===== src/rtl/nibble_stream_pkg.sv =====
// Shared types and constants for the nibble stream serializer.
// Word layout is {lane3, lane2, lane1, lane0}; lane 3 bit 3 is the framing marker.
package nibble_stream_pkg;

  localparam int NUM_LANES  = 4;
  localparam int LANE_W     = 4;
  localparam int MARKER_BIT = LANE_W - 1;
  localparam int WORD_W     = NUM_LANES * LANE_W;

  typedef enum logic {
    IDLE = 1'b0,
    SEND = 1'b1
  } state_t;

  typedef logic [1:0]        lane_idx_t;
  typedef logic [WORD_W-1:0] word_t;

  function automatic logic [LANE_W-1:0] lane_sel(input word_t word, input lane_idx_t idx);
    return word[int'(idx)*LANE_W +: LANE_W];
  endfunction

endpackage


===== src/rtl/nibble_lane_counter.sv =====
// 2-bit lane index with clear/enable; exposes next value so the top can register outputs.
// Clear has priority over enable; o_last flags the lane-3 slot.
module nibble_lane_counter
  import nibble_stream_pkg::*;
(
  input  logic      clk,
  input  logic      reset,
  input  logic      i_clr,
  input  logic      i_en,
  output lane_idx_t o_cnt,
  output lane_idx_t o_cnt_nxt,
  output logic      o_last
);

  lane_idx_t r_cnt;
  lane_idx_t w_cnt_nxt;

  always_comb begin
    w_cnt_nxt = r_cnt;
    if (i_clr) begin
      w_cnt_nxt = '0;
    end else if (i_en) begin
      w_cnt_nxt = r_cnt + 2'd1;
    end
  end

  always_ff @(posedge clk) begin
    if (reset) begin
      r_cnt <= '0;
    end else begin
      r_cnt <= w_cnt_nxt;
    end
  end

  assign o_cnt     = r_cnt;
  assign o_cnt_nxt = w_cnt_nxt;
  assign o_last    = (r_cnt == 2'd3);

endmodule


===== src/rtl/nibble_stream_serializer.sv =====
// Serializes a 4x4b marked word into four nibbles, lane 0 first; first nibble one cycle after accept.
// out_rdy low freezes the nibble; a new word is taken only in IDLE or on the lane-3 transfer edge.
module nibble_stream_serializer
  import nibble_stream_pkg::*;
(
  input  logic              clk,
  input  logic              reset,
  input  logic              in_val,
  output logic              in_rdy,
  input  logic [LANE_W-1:0] in0,
  input  logic [LANE_W-1:0] in1,
  input  logic [LANE_W-1:0] in2,
  input  logic [LANE_W-1:0] in3,
  output logic              out_val,
  input  logic              out_rdy,
  output logic [LANE_W-1:0] out_data,
  output logic              out_last,
  output logic              err
);

  state_t            r_state;
  state_t            w_state_nxt;
  word_t             r_word;
  word_t             w_word_nxt;
  logic              r_out_val;
  logic [LANE_W-1:0] r_out_data;
  logic              r_out_last;
  logic              r_err;

  logic              w_in_rdy;
  logic              w_capture;
  logic              w_drop;
  logic              w_cnt_en;
  logic              w_last;
  lane_idx_t         w_cnt;
  lane_idx_t         w_cnt_nxt;

  nibble_lane_counter u_cnt (
    .clk       (clk),
    .reset     (reset),
    .i_clr     (w_capture),
    .i_en      (w_cnt_en),
    .o_cnt     (w_cnt),
    .o_cnt_nxt (w_cnt_nxt),
    .o_last    (w_last)
  );

  // In SEND out_val is known high, so out_rdy alone marks a nibble transfer.
  always_comb begin
    w_state_nxt = r_state;
    w_in_rdy    = 1'b0;
    w_cnt_en    = 1'b0;
    w_capture   = 1'b0;
    w_drop      = 1'b0;
    case (r_state)
      IDLE: begin
        w_in_rdy = 1'b1;
      end
      SEND: begin
        w_cnt_en = out_rdy & ~w_last;
        w_in_rdy = out_rdy & w_last;
        if (out_rdy && w_last) begin
          w_state_nxt = IDLE;
        end
      end
      default: begin
        w_state_nxt = IDLE;
      end
    endcase
    if (reset) begin
      w_in_rdy = 1'b0;
    end
    w_capture = in_val & w_in_rdy & in3[MARKER_BIT];
    w_drop    = in_val & w_in_rdy & ~in3[MARKER_BIT];
    if (w_capture) begin
      w_state_nxt = SEND;
    end
  end

  always_ff @(posedge clk) begin
    if (reset) begin
      r_state <= IDLE;
    end else begin
      r_state <= w_state_nxt;
    end
  end

  assign w_word_nxt = w_capture ? {in3, in2, in1, in0} : r_word;

  // Outputs are registered from next-cycle state so they are stable for the whole cycle.
  always_ff @(posedge clk) begin
    if (reset) begin
      r_word     <= '0;
      r_out_val  <= 1'b0;
      r_out_data <= '0;
      r_out_last <= 1'b0;
      r_err      <= 1'b0;
    end else begin
      r_word     <= w_word_nxt;
      r_out_val  <= (w_state_nxt == SEND);
      r_out_data <= (w_state_nxt == SEND) ? lane_sel(w_word_nxt, w_cnt_nxt) : '0;
      r_out_last <= (w_state_nxt == SEND) && (w_cnt_nxt == 2'd3);
      r_err      <= w_drop;
    end
  end

  assign in_rdy   = w_in_rdy;
  assign out_val  = r_out_val;
  assign out_data = r_out_data;
  assign out_last = r_out_last;
  assign err      = r_err;

endmodule


===== config.mk =====
export PLATFORM = sky130hd
export DESIGN_NAME = nibble_stream_serializer
export DESIGN_NICKNAME = d
export VERILOG_FILES = /design/src/rtl/nibble_stream_pkg.sv /design/src/rtl/nibble_lane_counter.sv /design/src/rtl/nibble_stream_serializer.sv
export SDC_FILE = /design/constraint.sdc
export NUM_CORES = 1
export LEC_CHECK = 0
export ABC_CLOCK_PERIOD_IN_PS = 5250
export BUFFER_PORTS_ARGS = -buffer_cell sky130_fd_sc_hd__buf_2
export CORE_MARGIN = 2
export CORE_UTILIZATION = 54
export CTS_CLUSTER_DIAMETER = 100
export CTS_CLUSTER_SIZE = 24
export DETAILED_ROUTE_END_ITERATION = 10
export PLACE_DENSITY = 0.84
export SLEW_MARGIN = 20
export SYNTH_ARGS = -nofsm -noshare
export SYNTH_HDL_FRONTEND = slang
export SYNTH_SLANG_ARGS = --single-unit

===== constraint.sdc =====
create_clock -name clk -period 5.25 [get_ports clk]
set_input_delay 0.525 -clock clk [delete_from_list [all_inputs] [get_ports clk]]
set_output_delay 0.525 -clock clk [all_outputs]
set_load 0.05 [all_outputs]

After elaboration in Yosys (flattened, before gate mapping)
Index checks and enable logic that the tools add are counted.

operators by class
  add/sub/neg operators = 1
  $mul = 0
  div/mod/pow operators = 0
  magnitude comparators = 0
  equal/unequal tests = 2
  shifts and indexed selects = 1
  mux-type cells = 9
  bitwise gates (word level) = 9
  reductions and logical operators = 3

operators by type and width
  cell                 number
  $mux 16              1
  $shiftx 16x5->4      1
  $and 1x1->1          5
  $mux 1               5
  $eq 2x2->1 const B   2
  $mux 2               2
  $not 1->1            4
  $add 2x1->2 const B  1
  $logic_and 1x1->1    2
  $pmux 1 s2           1
  $reduce_or 2->1      1

word-level totals
  bits in registers = 25
  latch bits = 0
  RAM bits = 0
  bits in read-only memories = 0
  bits of input ports = 20
  output and inout port bits = 8
  logic and storage cells = 31
  memories kept = 0

Longest topological paths before layout
Gate-level depths: netlist of run 1.

  depth after elaboration = 9
  gate-level depth with buffers = 7
  mapped depth without buffers = 5

Hierarchy
From an unflattened synthesis of run 1, not the netlist that was laid out.

unflattened totals
  cells, all modules = 98
  area, all modules = 1103.6 um^2

by module, submodules not included
  module                    instances  cells an instance  area an instance (um^2)  seq. area each (um^2)
  nibble_stream_serializer  1          89                 1004.7                   460.4
  nibble_lane_counter       1          9                  98.8                     40.0

Least setup slack after synthesis of run 1
Ideal clock, no wire load.

  path kind = register -> register
  start point = reg out_val (netlist name)
  end point = reg r_out_data[3] (netlist: out_data[3])
  library setup time = 87 ps
  arrival time = 1989 ps
  required time = 5163 ps
  setup slack = 3174 ps
  stages on the path, launching flop included = 6
  path buffers = 1
  period minus slack after synthesis = 2076 ps
  cells stage by stage = dfxtp_1 -> and3b_1 -> buf_6 -> mux4_2 -> or3_1 -> o31ai_1

RTL lines
  what                  line                             text
  end signal, assigned  nibble_stream_serializer.sv:101  r_out_data <= (w_state_nxt == SEND) ? lane_sel(w_word_nxt, w_cnt_nxt) : '0;
  end, declared         nibble_stream_serializer.sv:26   logic [LANE_W-1:0] r_out_data;

Final worst setup path of run 1
  start point = reg u_cnt.r_cnt[0] (netlist: u_cnt.o_cnt[0])
  end point = out in_rdy

between the ends
  cells in the longest elaborated chain, start to end = 4

RTL lines
  what                    line                            text
  start, declared         nibble_lane_counter.sv:15       lane_idx_t r_cnt;
  start signal, assigned  nibble_lane_counter.sv:31       r_cnt <= w_cnt_nxt;
  $eq 2x2->1              nibble_lane_counter.sv:37       assign o_last = (r_cnt == 2'd3);
  $and 1x1->1             nibble_stream_serializer.sv:61  w_in_rdy = out_rdy & w_last;
  $pmux 1 s2              nibble_stream_serializer.sv:55  case (r_state)
  $mux 1                  nibble_stream_serializer.sv:70  if (reset) begin
  end, declared           nibble_stream_serializer.sv:9   output logic in_rdy,

Every way passes these cells.

==> impl_metrics.tcl, run 1 <==
set metrics [dict create \
    status "finished clean" \
    clk_pin_slew_ps 120 \
    crit_path_start_kind "flip-flop" \
    nFillCells 165 \
    postCtsSetupBuffers 0 \
    hold_path.class "input pin to flip-flop" \
    synthTopCellsByArea "dfxtp_1 47%, nand2_1 12%, a21oi_1 8.0%" \
    hold_violations 0 \
    die_y_um 48.3 \
    worstMarginPinSlew_ps 1010 \
    synth_largest_area_cell "dfxtp_1" \
    wl_um 2140 \
    dieArea_um2 2330 \
    cts_sinks 25 \
    dp_hpwl_um 1510 \
    antenna_cells 0 \
    synth_nets 145 \
    cts_buffers 3 \
    timing.rr.start "u_cnt.o_cnt[0]" \
    finalCriticalPeriod_ps 2240 \
    yosysUniqueCellTypes 27 \
    drive_above_1_share 0.223 \
    mostFrequentLayoutCell "nand2_1" \
    drv_cap 0 \
    r2r_end "r_word[3]" \
    hold_buffers 0 \
    p_per_area_nw_per_um2 273 \
    finalSetupTns_ps 0 \
    first_global_vias 800 \
    whs_ps 367 \
    cp.arrival_ps 1710 \
    synthAdderAreaFrac 0.0118 \
    synth_cells 124 \
    io_buffers 27 \
    ys.warnings.count 0 \
    final_area_um2 1220 \
    start_util 0.556 \
    yosys.area_share.simple 0.231 \
    drc 0 \
    clockBufferDepth 2 \
    ir_drop_uv 182 \
    synth_edf_count 0 \
    slew_violations 0 \
    ctsResizeCount 0 \
    layout.cells.non_filler 175 \
    wl_per_cell_um 12.2 \
    async_flop_share 0 \
    cp-startpoint "u_cnt.o_cnt[0]" \
    placed_area_um2 1190 \
    max_freq_mhz 446 \
    cp_data_required_time_ps 4720 \
    cts_tree "built" \
    synthXorXnorAreaFrac 0.0154 \
    yosysSeqAreaShare 0.473 \
    postRouteAntennaNets 0 \
    coreArea_um2 1900 \
    synth_area_um2 1060 \
    io-pin-count 28 \
    syn_to_final_growth_pct 15.1 \
    grt_usage 0.212 \
    crit_path_end "in_rdy" \
    cellLeakagePower_nw 0.505 \
    rsz0062_at_grt "false" \
    slew_headroom 0.320 \
    post-route-util 0.640 \
    fin_nets 170 \
    min_period_over_period 0.427 \
    synthFlopType "dfxtp_1" \
    place.gp.congestion 0.789 \
    htree_levels 1 \
    vias_per_cell 5.30 \
    setup_viol 0 \
    end_kind "output port" \
    critPathMaxFanout 7 \
    insertion_delay_ps 320 \
    antenna_found_initial 0 \
    syn_avg_cell_area_um2 8.53 \
    synthMuxAreaShare 0.0781 \
    first_pass_iters 4 \
    ys_seq_elements 25 \
    grt_max_degree 26 \
    layout_common_cells "35 x nand2_1, 27 x buf_2, 25 x dfxtp_1" \
    num_rows 16 \
    ff2ff_setup_slack_ps 3020 \
    cts-root-buf "clkbuf_4" \
    dp.cells 171 \
    worstRegToRegCells 5 \
    vias 927 \
    dieWidth_um 48.3 \
    yosysTopAreaCellShare 0.473 \
    grt_overflow 0 \
    crit_type "flip-flop to output port" \
    synth_top_family_by_area "simple AND/OR/NAND/NOR gates" \
    hp-start "in3[3]" \
    drt-initial-drc-count 12 \
    synth_compound_area_frac 0.150 \
    finClkSkew_ps 4.81 \
    grt_first_pass_wirelength_um 3390 \
]
## cell usage after synthesis (all sizes together) (2+ instances only)
cell	n
o221ai	3
buf	2
nand2	35
inv	2
nor3b	2
a21oi	17
clkbuf	5
nor2	6
or3	2
o21ai	2
nor2b	2
nor3	4
mux2i	6
dfxtp	25
## report_power, final
group	internal, mW	leakage (nW)	switching, mW
logic	0.0178	0.287	0.0290
registers	0.196	0.203	0.00413
clock network	0.0298	0.0150	0.0557
## layout make-up
cell class / instances / area [um^2] / share of cell area
Inverter: 2 / 7.51 / 0.00617
Tap cell: 27 / 33.8 / 0.0277
Clock buffer: 4 / 26.3 / 0.0216
Timing Repair Buffer: 27 / 135 / 0.111
Multi-Input combinational cell: 90 / 514 / 0.422
Sequential cell: 25 / 500 / 0.411
## sequential cells by signal (all words and copies together), names as in the netlist
signal	cells
err	1
out_data	4
out_last	1
out_val	1
r_word	16
u_cnt.o_cnt	2
## worst min-delay path by stage
stage               slack (ps)  cells past startpoint         end
global placement           440                      2  r_word[14]
detailed placement         450                      2   r_word[4]
CTS                        360                      2         err
finish                     370                      2         err
global route               360                      2         err
floorplan                  440                      2  r_word[12]
## routing by layer
metal / share of wire / track usage
met2: 0.49 / 0.347
met5: 0 / 0
met4: 0.024 / 0.0865
met3: 0.049 / 0.0519
met1: 0.43 / 0.265
## metrics by stage
stage,power (mW),setup WS [ps]
3_3_place_gp,0.250,3120
5_1_grt,0.347,2700
4_1_cts,0.334,3010
2_1_floorplan,0.237,3170
6_report,0.333,3010
3_5_place_dp,0.251,3040
## worst max-delay path, stage by stage, from the launching register on
cell and delay (ps):
dfxtp_1 410, ha_1 280, a21boi_0 410, nor2_1 70, buf_2 220
## cells by family (layout without fill, tap and decap cells)
family	after synthesis	in the layout
compound gates	27	27
buf+inv	9	33
fa+ha+maj	1	1
flops	25	25
simple gates	54	54
mux	7	7
xor+xnor	1	1
Power figures use the tool's default switching activity.
==> run 2: changes to the inputs <==
--- a/config.mk
+++ b/config.mk
@@ -5,14 +5,14 @@
 export SDC_FILE = /design/constraint.sdc
 export NUM_CORES = 1
 export LEC_CHECK = 0
-export ABC_CLOCK_PERIOD_IN_PS = 5250
+export ABC_CLOCK_PERIOD_IN_PS = 2200
 export BUFFER_PORTS_ARGS = -buffer_cell sky130_fd_sc_hd__buf_2
 export CORE_MARGIN = 2
-export CORE_UTILIZATION = 54
+export CORE_UTILIZATION = 50
 export CTS_CLUSTER_DIAMETER = 100
 export CTS_CLUSTER_SIZE = 24
 export DETAILED_ROUTE_END_ITERATION = 10
-export PLACE_DENSITY = 0.84
+export PLACE_DENSITY = 0.78
 export SLEW_MARGIN = 20
 export SYNTH_ARGS = -nofsm -noshare
 export SYNTH_HDL_FRONTEND = slang
==> constraint.sdc (replaced) <==
create_clock -name clk -period 2.2 [get_ports clk]
set_input_delay 0.22 -clock clk [delete_from_list [all_inputs] [get_ports clk]]
set_output_delay 0.22 -clock clk [all_outputs]
set_load 0.05 [all_outputs]
==> impl_metrics.tcl, run 2 (same netlist as run 1, synthesis figures left out) <==
set metrics [dict create \
    htree_levels 1 \
    dieArea_um2 2500 \
    largest-register "r_word" \
    final_area_um2 1250 \
    cts_buffers 3 \
    ir_drop_uv 342 \
    first_pass_iters 4 \
    hold_buffers 0 \
    worstMarginPinSlew_ps 659 \
    critPathMaxFanout 7 \
    min_period_over_period 0.930 \
    insertion_delay_ps 320 \
    placed_area_um2 1220 \
    drc 0 \
    ctsResizeCount 0 \
    nFillCells 193 \
    wl_per_cell_um 12.2 \
    rsz0062_at_grt "false" \
    top_layer_used "met4" \
    postCtsSetupBuffers 0 \
    grt_overflow 0 \
    met2_length_um 1050 \
    drv_cap 0 \
    finalSetupTns_ps 0 \
    hold_violations 0 \
    num_rows 16 \
    crit_type "flip-flop to flip-flop" \
    crit_path_start_kind "flip-flop" \
    hold_path.class "input pin to flip-flop" \
    postRouteAntennaNets 0 \
    wirelength_met1_um 923 \
    io_buffers 27 \
    end_kind "flip-flop" \
    wl_um 2190 \
    mostFrequentLayoutCell "nand2_1" \
    start_util 0.533 \
    setup_viol 0 \
    fin_nets 174 \
    cts-root-buf "clkbuf_4" \
    max_freq_mhz 489 \
    cp_data_required_time_ps 2440 \
    io-pin-count 28 \
    vias 938 \
    vias_per_cell 5.24 \
    syn_to_final_growth_pct 18.6 \
    coreArea_um2 1980 \
    finClkSkew_ps 2.76 \
    clockBufferDepth 2 \
    slew_violations 0 \
    antenna_cells 0 \
    cellLeakagePower_nw 0.524 \
    wl_met3_um 157 \
    grt_max_degree 26 \
    cp.arrival_ps 2290 \
    cts_tree "built" \
    ff2ff_setup_slack_ps 150 \
    layout_common_cells "35 x nand2_1, 27 x buf_2, 25 x dfxtp_1" \
    dieWidth_um 50.0 \
    status "finished clean" \
    ff_latch_area_um2 500 \
    clk_pin_slew_ps 130 \
    cts_sinks 25 \
    largest_reg_flops 16 \
    grt_usage 0.203 \
    dp_hpwl_um 1610 \
    antenna_found_initial 0 \
    grt_first_pass_wirelength_um 3840 \
    die_y_um 50.0 \
    post-route-util 0.633 \
    p_per_area_nw_per_um2 635 \
    first_global_vias 890 \
    place.gp.congestion 0.804 \
    drt-initial-drc-count 19 \
    slew_headroom 0.559 \
    multiInputGateArea_um2 520 \
    drive_above_1_share 0.243 \
    finalCriticalPeriod_ps 2050 \
    whs_ps 60.1 \
]
## run 2: area by class of cell
| cell class | count | share of cell area |
|---|---|---|
| clock buffer | 4 | 0.0210 |
| inverter | 2 | 0.00599 |
| multi-input combinational | 90 | 0.415 |
| sequential | 25 | 0.399 |
| tap | 27 | 0.0269 |
| timing repair buffer | 31 | 0.132 |
## run 2: per-stage QoR
stage,total power [mW],setup WS (ps),std cells
final,0.796,154,179
after global routing,0.833,7.25,179
after CTS,0.802,5.42,179
after detailed placement,0.605,53.3,175
after global placement,0.602,184,175
after floorplan,0.566,124,124
## run 2: final timing paths
| check | from | to | depth (start not counted) |
|---|---|---|---|
| worst min register to register | r_word[5] | r_word[5] | 2 |
| worst max register to register | u_cnt.o_cnt[1] | out_data[3] | 5 |
| worst max-delay path | u_cnt.o_cnt[1] | out_data[3] | 5 |
| worst min-delay path | in3[3] | err | 2 |
## run 2: layer usage
layer,global-route usage,vias up
li1,-,481
met1,0.252,420
met2,0.333,32
met3,0.0242,5
met4,0.120,0
met5,0,-
## run 2: power by group
part / switching, mW / internal, mW
combinational: 0.0725 / 0.0476
sequential: 0.00790 / 0.468
clock: 0.129 / 0.0710
## run 2: critical path: stages, from the launching register on
cell and delay, ps:
dfxtp_1 390, ha_1 250, and3b_1 270, mux4_2 500, or3_1 330, o31ai_1 230
